<file path="src/rtl/serial_word_assembler_pkg.sv">
// Shared types and constants for the serial word assembler.
// SERIAL_WORD_ASSEMBLER_PARITY_EN adds the PARITY state for a trailing even-parity bit.
package serial_word_assembler_pkg;

`ifdef SERIAL_WORD_ASSEMBLER_PARITY_EN
    typedef enum logic [1:0] {
        IDLE   = 2'd0,
        SHIFT  = 2'd1,
        PARITY = 2'd2
    } state_t;
`else
    typedef enum logic {
        IDLE  = 1'b0,
        SHIFT = 1'b1
    } state_t;
`endif

    localparam logic DIR_LSB_FIRST = 1'b0;
    localparam logic DIR_MSB_FIRST = 1'b1;

    // Width of a counter that must hold 0..n inclusive.
    function automatic int cnt_width(input int n);
        return $clog2(n + 1);
    endfunction

endpackage

</file>
<file path="src/rtl/serial_word_assembler_if.sv">
// Serial-in / parallel-out bus of the serial word assembler; the slave
// modport is the assembler, the master modport is its environment.
interface serial_word_assembler_if
    import serial_word_assembler_pkg::*;
#(
    parameter int n = 64
);
    logic                      sin;
    logic                      sin_valid;
    logic                      dir;
    logic                      word_ready;
    logic [n-1:0]              word_out;
    logic                      word_valid;
    logic                      busy;
    logic [cnt_width(n)-1:0]   bit_cnt;
    logic                      overrun;
    logic                      parity_err;

    modport slave (
        input  sin, sin_valid, dir, word_ready,
        output word_out, word_valid, busy, bit_cnt, overrun, parity_err
    );

    modport master (
        output sin, sin_valid, dir, word_ready,
        input  word_out, word_valid, busy, bit_cnt, overrun, parity_err
    );
endinterface

</file>
<file path="src/rtl/swa_out_buf.sv">
// One-entry valid/ready holding register; a load while full and not being
// drained drops the new data and sets a sticky overrun flag.
module swa_out_buf #(
    parameter int W = 65
) (
    input  logic         clk,
    input  logic         reset,
    input  logic         i_load,
    input  logic [W-1:0] i_data,
    input  logic         i_ready,
    output logic [W-1:0] o_data,
    output logic         o_valid,
    output logic         o_overrun
);
    logic [W-1:0] r_data;
    logic         r_valid;
    logic         r_overrun;

    always_ff @(posedge clk or posedge reset) begin
        if (reset) begin
            r_data    <= '0;
            r_valid   <= 1'b0;
            r_overrun <= 1'b0;
        end else if (i_load) begin
            if (!r_valid || i_ready) begin
                r_data  <= i_data;
                r_valid <= 1'b1;
            end else begin
                r_overrun <= 1'b1;
            end
        end else if (i_ready) begin
            r_valid <= 1'b0;
        end
    end

    assign o_data    = r_data;
    assign o_valid   = r_valid;
    assign o_overrun = r_overrun;
endmodule

</file>
<file path="src/rtl/serial_word_assembler.sv">
// Assembles n serial bits (LSB- or MSB-first) into a parallel word.
// Define SERIAL_WORD_ASSEMBLER_PARITY_EN to accept and check a trailing even-parity bit.
module serial_word_assembler
    import serial_word_assembler_pkg::*;
#(
    parameter int n = 64
) (
    input logic                    clk,
    input logic                    reset,
    serial_word_assembler_if.slave bus
);
    localparam int             CW       = cnt_width(n);
    localparam logic [CW-1:0]  LAST_IDX = CW'(n - 1);

    state_t        r_state, w_state_next;
    logic [n-1:0]  r_acc, w_acc_next, w_shifted, w_word;
    logic [CW-1:0] r_cnt, w_cnt_next;
    logic          r_dir, w_dir_next, w_dir_eff;
    logic          w_word_end, w_perr;
    logic [n:0]    w_buf_data;
    logic          w_buf_valid, w_overrun;

    always_ff @(posedge clk or posedge reset) begin
        if (reset) begin
            r_state <= IDLE;
            r_acc   <= '0;
            r_cnt   <= '0;
            r_dir   <= DIR_LSB_FIRST;
        end else begin
            r_state <= w_state_next;
            r_acc   <= w_acc_next;
            r_cnt   <= w_cnt_next;
            r_dir   <= w_dir_next;
        end
    end

    always_comb begin
        // The first bit of a word uses the live dir; later bits use the latched one.
        w_dir_eff    = (r_state == IDLE) ? bus.dir : r_dir;
        w_shifted    = (w_dir_eff == DIR_MSB_FIRST) ? {r_acc[n-2:0], bus.sin}
                                                    : {bus.sin, r_acc[n-1:1]};
        w_state_next = r_state;
        w_acc_next   = r_acc;
        w_cnt_next   = r_cnt;
        w_dir_next   = r_dir;
        w_word_end   = 1'b0;
        w_word       = w_shifted;
        w_perr       = 1'b0;
        if (bus.sin_valid) begin
            case (r_state)
                IDLE: begin
                    w_dir_next   = bus.dir;
                    w_acc_next   = w_shifted;
                    w_cnt_next   = CW'(1);
                    w_state_next = SHIFT;
                end
                SHIFT: begin
                    w_acc_next = w_shifted;
                    if (r_cnt == LAST_IDX) begin
                        w_cnt_next = '0;
`ifdef SERIAL_WORD_ASSEMBLER_PARITY_EN
                        w_state_next = PARITY;
`else
                        w_state_next = IDLE;
                        w_word_end   = 1'b1;
`endif
                    end else begin
                        w_cnt_next = r_cnt + CW'(1);
                    end
                end
`ifdef SERIAL_WORD_ASSEMBLER_PARITY_EN
                PARITY: begin
                    w_state_next = IDLE;
                    w_word_end   = 1'b1;
                    w_word       = r_acc;
                    w_perr       = (^r_acc) ^ bus.sin;
                end
`endif
                default: w_state_next = IDLE;
            endcase
        end
    end

    swa_out_buf #(
        .W (n + 1)
    ) u_out_buf (
        .clk       (clk),
        .reset     (reset),
        .i_load    (w_word_end),
        .i_data    ({w_perr, w_word}),
        .i_ready   (bus.word_ready),
        .o_data    (w_buf_data),
        .o_valid   (w_buf_valid),
        .o_overrun (w_overrun)
    );

    assign bus.word_out   = w_buf_data[n-1:0];
    assign bus.parity_err = w_buf_data[n];
    assign bus.word_valid = w_buf_valid;
    assign bus.overrun    = w_overrun;
    assign bus.bit_cnt    = r_cnt;
`ifdef SERIAL_WORD_ASSEMBLER_PARITY_EN
    assign bus.busy = (r_cnt != '0) || (r_state == PARITY);
`else
    assign bus.busy = (r_cnt != '0);
`endif
endmodule

</file>
<file path="src/flat_wrapper.sv">
// flat-port wrapper written by rule: the top's interface ports become plain ports
module serial_word_assembler_flat import serial_word_assembler_pkg::*;
#(
    parameter int n = 64
)
  (clk, reset, bus_sin, bus_sin_valid, bus_dir, bus_word_ready, bus_word_out, bus_word_valid, bus_busy, bus_bit_cnt, bus_overrun, bus_parity_err);
  serial_word_assembler_if #(.n(n)) bus_i ();
  input logic clk;
  input logic reset;
  input wire logic [$bits(bus_i.sin)-1:0] bus_sin;
  input wire logic [$bits(bus_i.sin_valid)-1:0] bus_sin_valid;
  input wire logic [$bits(bus_i.dir)-1:0] bus_dir;
  input wire logic [$bits(bus_i.word_ready)-1:0] bus_word_ready;
  output wire logic [$bits(bus_i.word_out)-1:0] bus_word_out;
  output wire logic [$bits(bus_i.word_valid)-1:0] bus_word_valid;
  output wire logic [$bits(bus_i.busy)-1:0] bus_busy;
  output wire logic [$bits(bus_i.bit_cnt)-1:0] bus_bit_cnt;
  output wire logic [$bits(bus_i.overrun)-1:0] bus_overrun;
  output wire logic [$bits(bus_i.parity_err)-1:0] bus_parity_err;
  assign bus_i.sin = bus_sin;
  assign bus_i.sin_valid = bus_sin_valid;
  assign bus_i.dir = bus_dir;
  assign bus_i.word_ready = bus_word_ready;
  assign bus_word_out = bus_i.word_out;
  assign bus_word_valid = bus_i.word_valid;
  assign bus_busy = bus_i.busy;
  assign bus_bit_cnt = bus_i.bit_cnt;
  assign bus_overrun = bus_i.overrun;
  assign bus_parity_err = bus_i.parity_err;
  serial_word_assembler #(.n(n)) u_core (.clk(clk), .reset(reset), .bus(bus_i));
endmodule
</file>
<file path="config.mk">
export PLATFORM = sky130hd
export DESIGN_NAME = serial_word_assembler_flat
export DESIGN_NICKNAME = d
export VERILOG_FILES = /design/src/rtl/serial_word_assembler_pkg.sv /design/src/rtl/serial_word_assembler_if.sv /design/src/rtl/swa_out_buf.sv /design/src/rtl/serial_word_assembler.sv /design/src/flat_wrapper.sv
export SDC_FILE = /design/constraint.sdc
export NUM_CORES = 1
export LEC_CHECK = 0
export BUFFER_PORTS_ARGS = -buffer_cell sky130_fd_sc_hd__buf_2
export CORE_AREA = 2 2 160 162
export DETAILED_ROUTE_END_ITERATION = 8
export DIE_AREA = 0 0 162 164
export SYNTH_ARGS = -nofsm -noshare
export SYNTH_HDL_FRONTEND = slang
export SYNTH_HIERARCHICAL = 1
export SYNTH_SLANG_ARGS = --single-unit
export TNS_END_PERCENT = 10
</file>
<file path="constraint.sdc">
create_clock -name clk -period 2.6 [get_ports clk]
set_clock_uncertainty 0.15 [all_clocks]
set_input_delay 0 -clock clk [delete_from_list [all_inputs] [get_ports clk]]
set_output_delay 0 -clock clk [all_outputs]
set_load 0.05 [all_outputs]
</file>
==> qor.log <==
[timing] fin. max-slew vios 0
[logic_synthesis] mean instance size in the synthesized netlist 16.2 um^2
[timing] worst-case hold slack 0.0929 ns
[setup_path] category of the worst setup path capture point register
[floorplanning] initial core utilization 26.5%
[setup_path] Critical Path Max Stage Delay 0.45 ns
[final_layout] synthesis-to-layout area growth 22.0%
[setup_path] Worst EP required 2.74 ns
[floorplanning] area of the die 26600 um^2
[setup_path] kind of cell with the highest combined delay on the critical path simple AND/OR/NAND/NOR gates
[floorplanning] DIE HEIGHT 164 um
[placed_design] GPL Wtd Cong 0.740
[logic_synthesis] parity-gate share of the synthesized area counting xor and xnor cells 0%
[final_layout] Filler Cell Count 2460
[logic_synthesis] share of synthesized area spent on multiplexers 39.0%
[clocking] clock latency on the worst-skew pair 0.41 ns
[power_and_ir_drop] peak ir drop on the vdd network 766 uV
[global_routing] total gr overflow 0
[placed_design] post-detail-place hpwl 9.01 mm
[setup_path] Reg-to-Reg Start u_core/bus.bit_cnt[0]
[logic_synthesis] dominant combinational cell family by area after synthesis multiplexers
[final_layout] share of post-route cells with drive strength above 1 62.4%
[global_routing] maximum number of pins on one net before global-route repair 78
[final_layout] filler-free cell count of the finished design 840
[timing] setup repair after global routing missed its margin false
[routing] count of antenna-violating nets left after detailed routing 0
[routing] mean number of vias per cell 4.27
[setup_path] Worst EP arrival 2.39 ns
[power_and_ir_drop] Total Power 7.76 mW
[floorplanning] # IOs 81
[setup_path] Crit Path Category register to register
[logic_synthesis] warnings from Yosys 6
[clocking] post-CTS resize count 0
[outcome] result of the run complete, no violations
[routing] final routed DRC violation total 0
[power_and_ir_drop] total net switching power 2.54 mW
[floorplanning] core area 24800 um^2
[floorplanning] die width 162 um
[routing] average wire per cell in the routed design 15.9 um
[timing] final cycle utilization of the critical path 86.3%
[clocking] count of buffers added by post-CTS timing repair for setup 0
[final_layout] leading cell type in the layout, fill and taps excluded dfrtp_1
[logic_synthesis] post-synthesis net count 414
[logic_synthesis] Simple-Gate Fraction of Synth Area 1.82%
[power_and_ir_drop] part of the total power dissipated in combinational logic 29.5%
[power_and_ir_drop] internal power of the cells 5.22 mW
[global_routing] first-pass GRT wire length 22.0 mm
[timing] Total Neg Setup Slack 0 ns
[routing] Iter 0 DRT Violations 139
[job] number of max-cap violations 0
[hold_path] Hold/Removal Path Class input port to async pin
[final_layout] cell area after layout 8030 um^2
[logic_synthesis] Post-Synth Adder-Cell Area 0.380%
[global_routing] vias in the first global route 3904
[clocking] number of buffers inserted during clock tree synthesis 17
[routing] total wire length 13.3 mm
[global_routing] GRT Overall Usage 10.7%
[final_layout] highest-count cells in the layout ignoring fill and taps 140 x dfrtp_1, 99 x mux2_4, 94 x mux2_2
[placed_design] pre-CTS WS 0.381 ns
[routing] number of vias in the routed layout 3589
[logic_synthesis] cell area after synthesis 6580 um^2
[setup_path] critical path startpoint u_core/bus.bit_cnt[0]
[power_and_ir_drop] leakage 4.17 nW
[clocking] clock root buffer clkbuf_16
[routing] First-pass DRT Iterations 4
[power_and_ir_drop] power density normalized to cell area 966 nW/um^2
[timing] final number of setup-violating endpoints 0
[power_and_ir_drop] switching share of power 32.7%
[clocking] CTS tree yes
[placed_design] Post-DP Area 7320 um^2
[logic_synthesis] number of distinct library cell variants in the gate-level netlist after synthesis 32
[timing] time the final worst path needs with I/O delays and setup 2.24 ns
[power_and_ir_drop] clock share of power 34.3%
[logic_synthesis] proportion of synthesized chip area in sequential cells 53.2%
[placed_design] number of cells after detailed placement 802
[global_routing] number of antenna violations at the first check in global routing 0
[setup_path] chain of cells forming the critical path ha_1 -> nand4_1 -> nor3_1 -> buf_4 -> nand2_4 -> buf_12 -> mux2_4
[timing] achievable frequency 446 MHz
[timing] relative slew slack 32.3%
[logic_synthesis] count of state elements after synthesis 140
[clocking] clock transition at the register clock pins on the worst setup and hold paths after CTS 0.06 ns
[clocking] CTS H-Tree Depth 4
[logic_synthesis] number of cells produced by synthesis 406
[placed_design] IO buf count 80
[final_layout] number of antenna diodes 0
[floorplanning] # rows 58
[clocking] number of clock sinks seen by CTS 140
[logic_synthesis] share of the synthesized area in compound gates (AO/OA/AOI/OAI) 1.56%
[final_layout] final core utilization 32.4%
[clocking] maximum clock path buffer count 2
[setup_path] CP Max Fanout 25
[timing] Fin. Hold Viols 0
[power_and_ir_drop] power share of the sequential group 36.2%
[setup_path] Critical Path Source Type register
[timing] slew of the pin with the lowest slew margin 1.02 ns
[setup_path] cell with the largest stage delay on the worst path dfrtp_1
[final_layout] fin nets 505
[setup_path] buffering stage count on the worst path with inverters included 2
[timing] worst setup slack after layout 0.356 ns
## flip-flops by register name, summed over array words and instances, names as in the netlist
register and flops:
u_core/u_out_buf/o_data 65, u_core/u_out_buf/o_overrun 1, u_core/r_state 1, u_core/bus.bit_cnt 7, u_core/r_dir 1, u_core/u_out_buf/o_valid 1, u_core/r_acc 64
## cells by family after synthesis
logic type               Yosys count
other                              1
adder cells (fa/ha/maj)            2
AO/OA/AOI/OAI                     16
buffers and inverters             31
AND/OR/NAND/NOR                   21
multiplexers                     195
flip-flops                       140
## power groups by stage
stage          registers (mW)  clock network [mW]  logic, mW
2_1_floorplan            3.30                   0       1.35
3_3_place_gp             2.83                   0       2.23
3_5_place_dp             2.85                   0       2.29
4_1_cts                  2.82                2.73       2.31
5_1_grt                  2.86                2.83       2.44
6_report                 2.81                2.66       2.29
## path summary, 6_finish.rpt
| check | end | slack, ns | depth (start not counted) |
|---|---|---|---|
| setup / recovery | u_core/u_out_buf/o_data[25] | 0.36 | 7 |
| hold / removal | u_core/r_acc[62] | 0.09 | 3 |
| setup reg to reg | u_core/u_out_buf/o_data[25] | 0.36 | 7 |
| hold reg to reg | u_core/u_out_buf/o_overrun | 0.34 | 1 |
| max in group asynchronous | u_core/u_out_buf/o_data[24] | 1.45 | 4 |
| min in group clk | u_core/u_out_buf/o_overrun | 0.28 | 4 |
## cell usage after synthesis (all sizes together)
cell type | count | area share, %
nor2b | 1 | 0.095
nand2 | 5 | 0.40
ha | 2 | 0.38
nor2 | 5 | 0.29
a21oi | 2 | 0.15
o21ai | 6 | 0.46
dfrtp | 140 | 53
clkbuf | 6 | 0.34
a31oi | 1 | 0.095
nand4 | 3 | 0.29
o22ai | 1 | 0.095
mux2 | 193 | 39
mux2i | 2 | 0.30
a22o | 1 | 0.13
buf | 17 | 3.2
a21boi | 1 | 0.11
and3 | 1 | 0.095
o221ai | 1 | 0.13
inv | 8 | 0.46
nor3 | 1 | 0.076
nand2b | 3 | 0.40
nand3 | 1 | 0.076
or4 | 1 | 0.11
conb | 1 | 0.057
o2bb2ai | 2 | 0.27
o21bai | 1 | 0.11
## what timing repair did
item	4_1_cts	5_1_grt
hold endpoints to repair	75	0
hold buffers	6	0
endpoints found under the setup margin	0	0
## tightest hold or removal path, delay by kind of cell
family	cells	cell delay (ns)
buffers and inverters	3	1.13
## layout make-up
cell class	instances	area (um^2)	share of cell area [%]
clock inverters	14	219	2.73
inverters	8	31.3	0.390
clock buffers	18	429	5.34
repair buffers	95	606	7.54
well taps	330	413	5.14
multi-input cells	235	2830	35.2
flip-flops and latches	140	3500	43.6
## routing by layer
layer	GRT usage, %	up-vias	part of all wire, %
li1	-	1645	-
met4	3.70	0	1.7
met1	13.1	1840	45
met2	17.7	89	49
met3	3.61	15	5.0
met5	0	-	0
No activity file was read; power rests on OpenSTA's default activity.
